[src/rtl/alu_serial_16.sv]
// Nibble-serial 74181 ALU: one 4-bit slice per cycle, LSB first, registered ripple carry.
// Optional A_eq_B output (all result nibbles 4'hF) is built only with ALU_SERIAL_AEQB_EN defined.
module alu_serial_16 #(
  parameter int NIBBLES = 4
) (
  input  logic                   clk,
  input  logic                   rst_n,
  input  logic                   req_valid,
  output logic                   req_ready,
  input  logic [4*NIBBLES-1:0]   A,
  input  logic [4*NIBBLES-1:0]   B,
  input  logic [3:0]             S,
  input  logic                   M,
  input  logic                   Cn,
  output logic                   res_valid,
  input  logic                   res_ready,
  output logic [4*NIBBLES-1:0]   F,
`ifdef ALU_SERIAL_AEQB_EN
  output logic                   A_eq_B,
`endif
  output logic                   Cn_out
);

  localparam int W  = 4 * NIBBLES;
  localparam int CW = $clog2(NIBBLES + 1);

  typedef enum logic [1:0] {IDLE, BUSY, DONE} state_t;

  state_t          r_state;
  logic [W-1:0]    r_a;
  logic [W-1:0]    r_b;
  logic [W-1:0]    r_f;
  logic [3:0]      r_s;
  logic            r_m;
  logic            r_cn;
  logic [CW-1:0]   r_cnt;
  logic            r_req_ready;
  logic            r_res_valid;
  logic            r_cn_out;
`ifdef ALU_SERIAL_AEQB_EN
  logic            r_aeqb;
`endif

  logic [3:0]      w_a_nib;
  logic [3:0]      w_b_nib;
  logic [3:0]      w_x;
  logic [3:0]      w_y;
  logic [3:0]      w_logic;
  logic [4:0]      w_sum;
  logic [3:0]      w_f_nib;
  logic            w_cout_n;

  // One 74181 slice: arithmetic is expressed as x + y + carry, where "-1" terms become all-ones.
  always_comb begin
    w_a_nib = r_a[3:0];
    w_b_nib = r_b[3:0];
    w_x     = w_a_nib;
    w_y     = 4'h0;
    w_logic = 4'h0;
    case (r_s)
      4'h0: begin w_logic = ~w_a_nib;              w_x = w_a_nib;              w_y = 4'h0;               end
      4'h1: begin w_logic = ~(w_a_nib | w_b_nib);  w_x = w_a_nib | w_b_nib;    w_y = 4'h0;               end
      4'h2: begin w_logic = ~w_a_nib & w_b_nib;    w_x = w_a_nib | ~w_b_nib;   w_y = 4'h0;               end
      4'h3: begin w_logic = 4'h0;                  w_x = 4'hF;                 w_y = 4'h0;               end
      4'h4: begin w_logic = ~(w_a_nib & w_b_nib);  w_x = w_a_nib;              w_y = w_a_nib & ~w_b_nib; end
      4'h5: begin w_logic = ~w_b_nib;              w_x = w_a_nib | w_b_nib;    w_y = w_a_nib & ~w_b_nib; end
      4'h6: begin w_logic = w_a_nib ^ w_b_nib;     w_x = w_a_nib;              w_y = ~w_b_nib;           end
      4'h7: begin w_logic = w_a_nib & ~w_b_nib;    w_x = w_a_nib & ~w_b_nib;   w_y = 4'hF;               end
      4'h8: begin w_logic = ~w_a_nib | w_b_nib;    w_x = w_a_nib;              w_y = w_a_nib & w_b_nib;  end
      4'h9: begin w_logic = ~(w_a_nib ^ w_b_nib);  w_x = w_a_nib;              w_y = w_b_nib;            end
      4'hA: begin w_logic = w_b_nib;               w_x = w_a_nib | ~w_b_nib;   w_y = w_a_nib & w_b_nib;  end
      4'hB: begin w_logic = w_a_nib & w_b_nib;     w_x = w_a_nib & w_b_nib;    w_y = 4'hF;               end
      4'hC: begin w_logic = 4'hF;                  w_x = w_a_nib;              w_y = w_a_nib;            end
      4'hD: begin w_logic = w_a_nib | ~w_b_nib;    w_x = w_a_nib | w_b_nib;    w_y = w_a_nib;            end
      4'hE: begin w_logic = w_a_nib | w_b_nib;     w_x = w_a_nib | ~w_b_nib;   w_y = w_a_nib;            end
      default: begin w_logic = w_a_nib;            w_x = w_a_nib;              w_y = 4'hF;               end
    endcase
    w_sum    = {1'b0, w_x} + {1'b0, w_y} + {4'b0000, ~r_cn};
    w_f_nib  = r_m ? w_logic : w_sum[3:0];
    w_cout_n = ~w_sum[4];
  end

  always_ff @(posedge clk or negedge rst_n) begin
    if (!rst_n) begin
      r_state     <= IDLE;
      r_a         <= '0;
      r_b         <= '0;
      r_f         <= '0;
      r_s         <= 4'h0;
      r_m         <= 1'b0;
      r_cn        <= 1'b1;
      r_cnt       <= '0;
      r_req_ready <= 1'b1;
      r_res_valid <= 1'b0;
      r_cn_out    <= 1'b1;
`ifdef ALU_SERIAL_AEQB_EN
      r_aeqb      <= 1'b0;
`endif
    end else begin
      case (r_state)
        IDLE: begin
          if (req_valid) begin
            r_a         <= A;
            r_b         <= B;
            r_s         <= S;
            r_m         <= M;
            r_cn        <= Cn;
            r_cnt       <= '0;
            r_req_ready <= 1'b0;
            r_state     <= BUSY;
          end
        end
        BUSY: begin
          // The cycle after the last slice only publishes flags, giving NIBBLES+1 edges to DONE.
          if (r_cnt == CW'(NIBBLES)) begin
            r_res_valid <= 1'b1;
            r_cn_out    <= r_m ? 1'b1 : r_cn;
`ifdef ALU_SERIAL_AEQB_EN
            r_aeqb      <= &r_f;
`endif
            r_state     <= DONE;
          end else begin
            r_f[4*r_cnt +: 4] <= w_f_nib;
            r_cn              <= w_cout_n;
            r_a               <= r_a >> 4;
            r_b               <= r_b >> 4;
            r_cnt             <= r_cnt + 1'b1;
          end
        end
        DONE: begin
          if (res_ready) begin
            r_res_valid <= 1'b0;
            r_req_ready <= 1'b1;
`ifdef ALU_SERIAL_AEQB_EN
            r_aeqb      <= 1'b0;
`endif
            r_state     <= IDLE;
          end
        end
        default: r_state <= IDLE;
      endcase
    end
  end

  assign req_ready = r_req_ready;
  assign res_valid = r_res_valid;
  assign F         = r_f;
  assign Cn_out    = r_cn_out;
`ifdef ALU_SERIAL_AEQB_EN
  assign A_eq_B    = r_aeqb;
`endif

endmodule

[config.mk]
export PLATFORM = sky130hd
export DESIGN_NAME = alu_serial_16
export DESIGN_NICKNAME = d
export VERILOG_FILES = /design/src/rtl/alu_serial_16.sv
export SDC_FILE = /design/constraint.sdc
export NUM_CORES = 1
export LEC_CHECK = 0
export ABC_AREA = 1
export BUFFER_PORTS_ARGS = -buffer_cell sky130_fd_sc_hd__buf_2
export CAP_MARGIN = 20
export CORE_MARGIN = 5
export CORE_UTILIZATION = 62
export CTS_CLUSTER_SIZE = 8
export DETAILED_ROUTE_END_ITERATION = 7
export PLACE_DENSITY = 0.92
export SYNTH_ARGS = -nofsm -noshare
export SYNTH_HDL_FRONTEND = slang
export SYNTH_SLANG_ARGS = --single-unit
[constraint.sdc]
create_clock -name clk -period 3.8 [get_ports clk]
set_input_delay 0.38 -clock clk [delete_from_list [all_inputs] [get_ports clk]]
set_output_delay 0.38 -clock clk [all_outputs]
set_load 0.05 [all_outputs]
# Word level (Yosys, flattened, before mapping)
# Index checks and enable logic that the tools add are counted.
# op_classes
n_addsub,4
n_eq_ne,21
n_shift,2
muxes,28
bitwise,15
n_reduce_logical,18
# op_table
op,count
16-bit two-way mux,4
16-bit case mux with 2 select lines,2
4-bit case mux with 15 select lines,1
5-bit negation with 34-bit output,1
4-bit by 34-bit variable shift with 16-bit output (first input constant),1
4-bit by 34-bit indexed part select with 16-bit output,1
4-bit equality test (second input constant),7
4-bit case mux with 6 select lines,1
4-bit NOT,5
4-bit case mux with 5 select lines,1
16-bit bitwise mux,1
4-bit by 3-bit equality test with 1-bit output (second input constant),4
4-bit bitwise AND,3
4-bit bitwise OR,3
3-bit AND reduction,4
3-bit OR reduction,3
4-bit by 2-bit equality test with 1-bit output (second input constant),2
2-bit != test (second input constant),4
1-bit two-way mux,7
2-bit two-way mux,3
3-bit two-way mux,2
1-bit case mux with 2 select lines,3
2-bit case mux with 3 select lines,1
3-bit case mux with 2 select lines,1
other kinds (16),23
# word_totals
reg_bits,62
input_bits,42
out_inout_bits,19
word_cells,99

# Longest topological paths before layout
# logic_depth
word_depth,8
mapped_depth,16
depth_no_buf,16

# Worst setup path before layout
# OpenSTA, ideal clock, no wires.
# synth_path
path_kind,register to register
start,reg r_s[1]
end,"reg r_f[10], in the netlist F[10]"
setup_time_ns,0.066
arrival_ns,2.525
required_time_ns,3.734
slack_ns,1.209
path_stages_with_launch,15
path_buffers,0
period_less_slack_ns,2.591
path_cell_list,dfrtp_1 -> inv_1 -> nor2_1 -> nand2_1 -> o211ai_2 -> a41oi_1 -> fa_1 -> fa_1 -> nand2_1 -> inv_1 -> nor2_1 -> o21ai_0 -> nand2_1 -> nand2_1 -> nand2_1
# synth_between
elab_chain_cells,8
word_cells_on_any_way,29
classes_between,add/sub (2); eq/ne (14); shift (1); mux (5); reduce/logical (7)
# synth_lines
item,line_no,rtl
"start, declared",33,logic [3:0] r_s;
"start signal, assigned",89,r_s <= 4'h0;
"start signal, assigned",105,r_s <= S;
4-bit by 2-bit equality test with 1-bit output (tied with other cells),60,case (r_s)
4-bit OR reduction (no line) (tied with other cells),--,
4-bit case mux with 6 select lines or 4-bit case mux with 5 select lines (tied branches),60,
4-bit by 4-bit adder with 5-bit output,78,"w_sum = {1'b0, w_x} + {1'b0, w_y} + {4'b0000, ~r_cn};"
5-bit by 1-bit adder with 5-bit output,78,
4-bit two-way mux (*),79,w_f_nib = r_m ? w_logic : w_sum[3:0];
4-bit by 34-bit indexed part select with 16-bit output (*),123,r_f[4*r_cnt +: 4] <= w_f_nib;
16-bit bitwise mux (*),123,
"end signal, assigned by index",123,
"end, declared",32,logic [W-1:0] r_f;
# Mark *: on every way between the ends. The rest lies on a longest branch, timed or not.
# A chain may end at the register's enable or synchronous reset.

# Final worst setup path
# Ends and elaborated chain as after synthesis.

==> results.yml <==
outcome:
  outcome: "finished clean"
job:
  cap_violations: 0
floorplanning:
  initial_utilization_pct: 63.30
  die_h_um: 90.06
  core_region_area_mm2: 0.006277
  die-area_mm2: 0.008111
  die_w_um: 90.06
  io_pins: 61
  rows: 29
synthesis:
  ys_seq_area_share_pct: 39.14
  synth_warnings: 0
  synth_area_per_cell_um2: 7.238
  synthFlopType: "dfrtp_1"
  synth-compound-area-share_pct: 15.14
  muxShareOfSynthArea_pct: 0
  synth_common_cells: "nand2_1 (176), inv_1 (75), dfrtp_1 (59)"
  synth_top_area_share_pct: 37.15
  synth_top_family_by_area: "simple AND/OR/NAND/NOR gates"
  yosys.area.top_type: "dfrtp_1"
  synth-edff-count: 0
  synthSimpleGateAreaFrac_pct: 28.72
  synthAdderAreaFrac_pct: 8.249
  synth_area_leaders: "dfrtp_1 (37%), nand2_1 (17%), o21ai_0 (7.3%)"
  synthCells: 549
  yosysMostFrequentCell: "nand2_1"
  synth_seq_cells: 62
  synth_nets: 616
  synth_xor_area_share_pct: 0
  synth-async-reset-ratio_pct: 100.0
  ys_types: 28
  syn_area_mm2: 0.003974
global_route:
  grt_first_pass_wirelength_mm: 17.26
  grt_pass1_vias: 3576
  grt_max_degree: 50
  antenna_found_initial: 0
  grt_overflow: 0
  grt_util_all_layers_pct: 26.04
timing:
  clock_skew_ps: 13.35
  setup_slack_ps: 736.7
  max_freq_mhz: 326.4
  tightest_slew_ps: 951.6
  finalMaxSlewViolations: 0
  finalHoldViolations: 0
  rsz0062_at_grt: "false"
  slew_headroom_pct: 36.33
  holdWs_ps: 242.3
  setup_tns_ps: 0
  finalSetupViolations: 0
  finalCritPeriodShare_pct: 80.61
  post-route-min-period_ps: 3063
placed_design:
  gp_congestion: 0.9612
  post_dp_cell_area_mm2: 0.004350
  hpwl_mm: 7.809
  portBuffers: 60
  dp_slack_ps: 821.8
  dp.cells: 676
detailed_routing:
  route.antenna.remaining_nets: 0
  drt_first_pass_iters: 8
  vias: 3902
  wl_per_cell_um: 15.30
  finalWirelength_mm: 10.62
  drcViolationCount: 0
  drt_iter0_markers: 472
  vias_per_cell: 5.622
setup_path:
  cp-end-kind: "flip-flop"
  cp_data_required_time_ps: 4080
  startpoint_type: "flip-flop"
  critical_path_class: "flip-flop to flip-flop"
  arrival_ps: 3350
  r2r_slack_ps: 740
  critPathMaxFanout: 8
power:
  p_leak_nw: 2.461
  finalPower_mw: 4.759
  ir_worst_vdd_mv: 0.7620
  cellPowerDensity_mw_per_mm2: 1044
final_layout:
  syn_to_final_growth_pct: 14.67
  drive_gt1_share_pct: 15.07
  fin_nets: 679
  antenna_cells: 0
  nFillCells: 507
  utilization_pct: 72.59
  design_area_mm2: 0.004557
  fin_cells: 694
clock_tree:
  cts.sinks: 62
  cts_buffers: 9
  cts_root_buf: "clkbuf_8"
  clk_latency_ps: 340
  clk_path_buf_depth: 2
  cts_tree: "yes"
  ctsHtreeMaxLevel: 3
  cts-resized-gates: 0
  path_clk_slew_ps: 70
hold_path:
  hold_class: "primary input to flip-flop"
-- placed cells by master, fill, tap and decap left out, drive strengths merged --
| master | netlist | final |
|---|---|---|
| o22ai | 1 | 1 |
| a21oi | 6 | 6 |
| ha | 23 | 23 |
| nor2 | 48 | 48 |
| dfrtp | 59 | 59 |
| clkinv | 1 | 5 |
| buf | 6 | 66 |
| inv | 75 | 75 |
| a41oi | 3 | 3 |
| o211ai | 26 | 26 |
| a221oi | 4 | 4 |
| dfstp | 3 | 3 |
| clkinvlp | 0 | 1 |
| or2 | 2 | 2 |
| a31oi | 1 | 1 |
| o21ai | 58 | 58 |
| nand2 | 177 | 177 |
| fa | 2 | 2 |
| nor4 | 2 | 2 |
| dlygate4sd3 | 0 | 1 |
| nand3b | 5 | 5 |
| nor3 | 6 | 6 |
| a21o | 1 | 1 |
| nand3 | 31 | 31 |
| clkbuf | 9 | 11 |
-- timing repair --
| action | in CTS | in global routing |
|---|---|---|
| hold endpoints to repair | 0 | 3 |
| hold buffers | 0 | 1 |
| buffers inserted | 0 | 0 |
-- cells by family after synthesis --
family,count (synthesis)
and+or+nand+nor,271
AOI/OAI and AO/OA,100
buffers and inverters,91
DFF,62
adders and majority gates,25
-- sequential cells by signal (all words and copies together), names as in the netlist --
signal     cells
Cn_out         1
r_cnt          3
r_b           16
r_cn           1
r_state        2
res_valid      1
r_s            4
req_ready      1
F             16
r_a           16
r_m            1
-- worst max-delay path, cell delays in order (launching register included) --
cell and delay, ps:
dfrtp_1 450, inv_1 110, nor2_1 340, nand2_1 240, o211ai_2 230, a41oi_1 220
fa_1 470, fa_1 420, nand2_1 80, inv_1 40, nor2_1 70, o21ai_0 80
nand2_1 130, nand2_1 70, nand2_1 60
-- layout make-up --
class,instances,area [µm²],area share [%]
Clock buffer,11,141.4,3.103
Inverter,76,285.3,6.260
Sequential cell,62,1555,34.13
Multi-Input combinational cell,396,2076,45.55
Timing Repair Buffer,67,367.9,8.072
Tap cell,77,96.34,2.114
Clock inverter,5,35.03,0.7688
-- final timing paths --
path	start	end	cells after the start
worst max-delay path	r_s[1]	F[10]	14
worst min-delay path	A[15]	r_a[15]	3
worst max register to register	r_s[1]	F[10]	14
worst min register to register	req_ready	req_ready	2
max in group asynchronous	rst_n	F[0]	4
min in group asynchronous	rst_n	r_b[5]	2
-- where the power goes --
group / internal [mW] / switching (mW) / total, mW / leakage, nW
Combinational: 0.937 / 2.12 / 3.06 / 1.60
Clock: 0.254 / 0.271 / 0.525 / 0.0893
Sequential: 0.982 / 0.196 / 1.18 / 0.771
-- metal layers --
layer  track usage (%)  wire, µm
met3             5.008       949
met5                 0         0
met1             36.88      4607
met4             12.28       371
met2             38.41      4689
(Power assumes the default switching activity.)
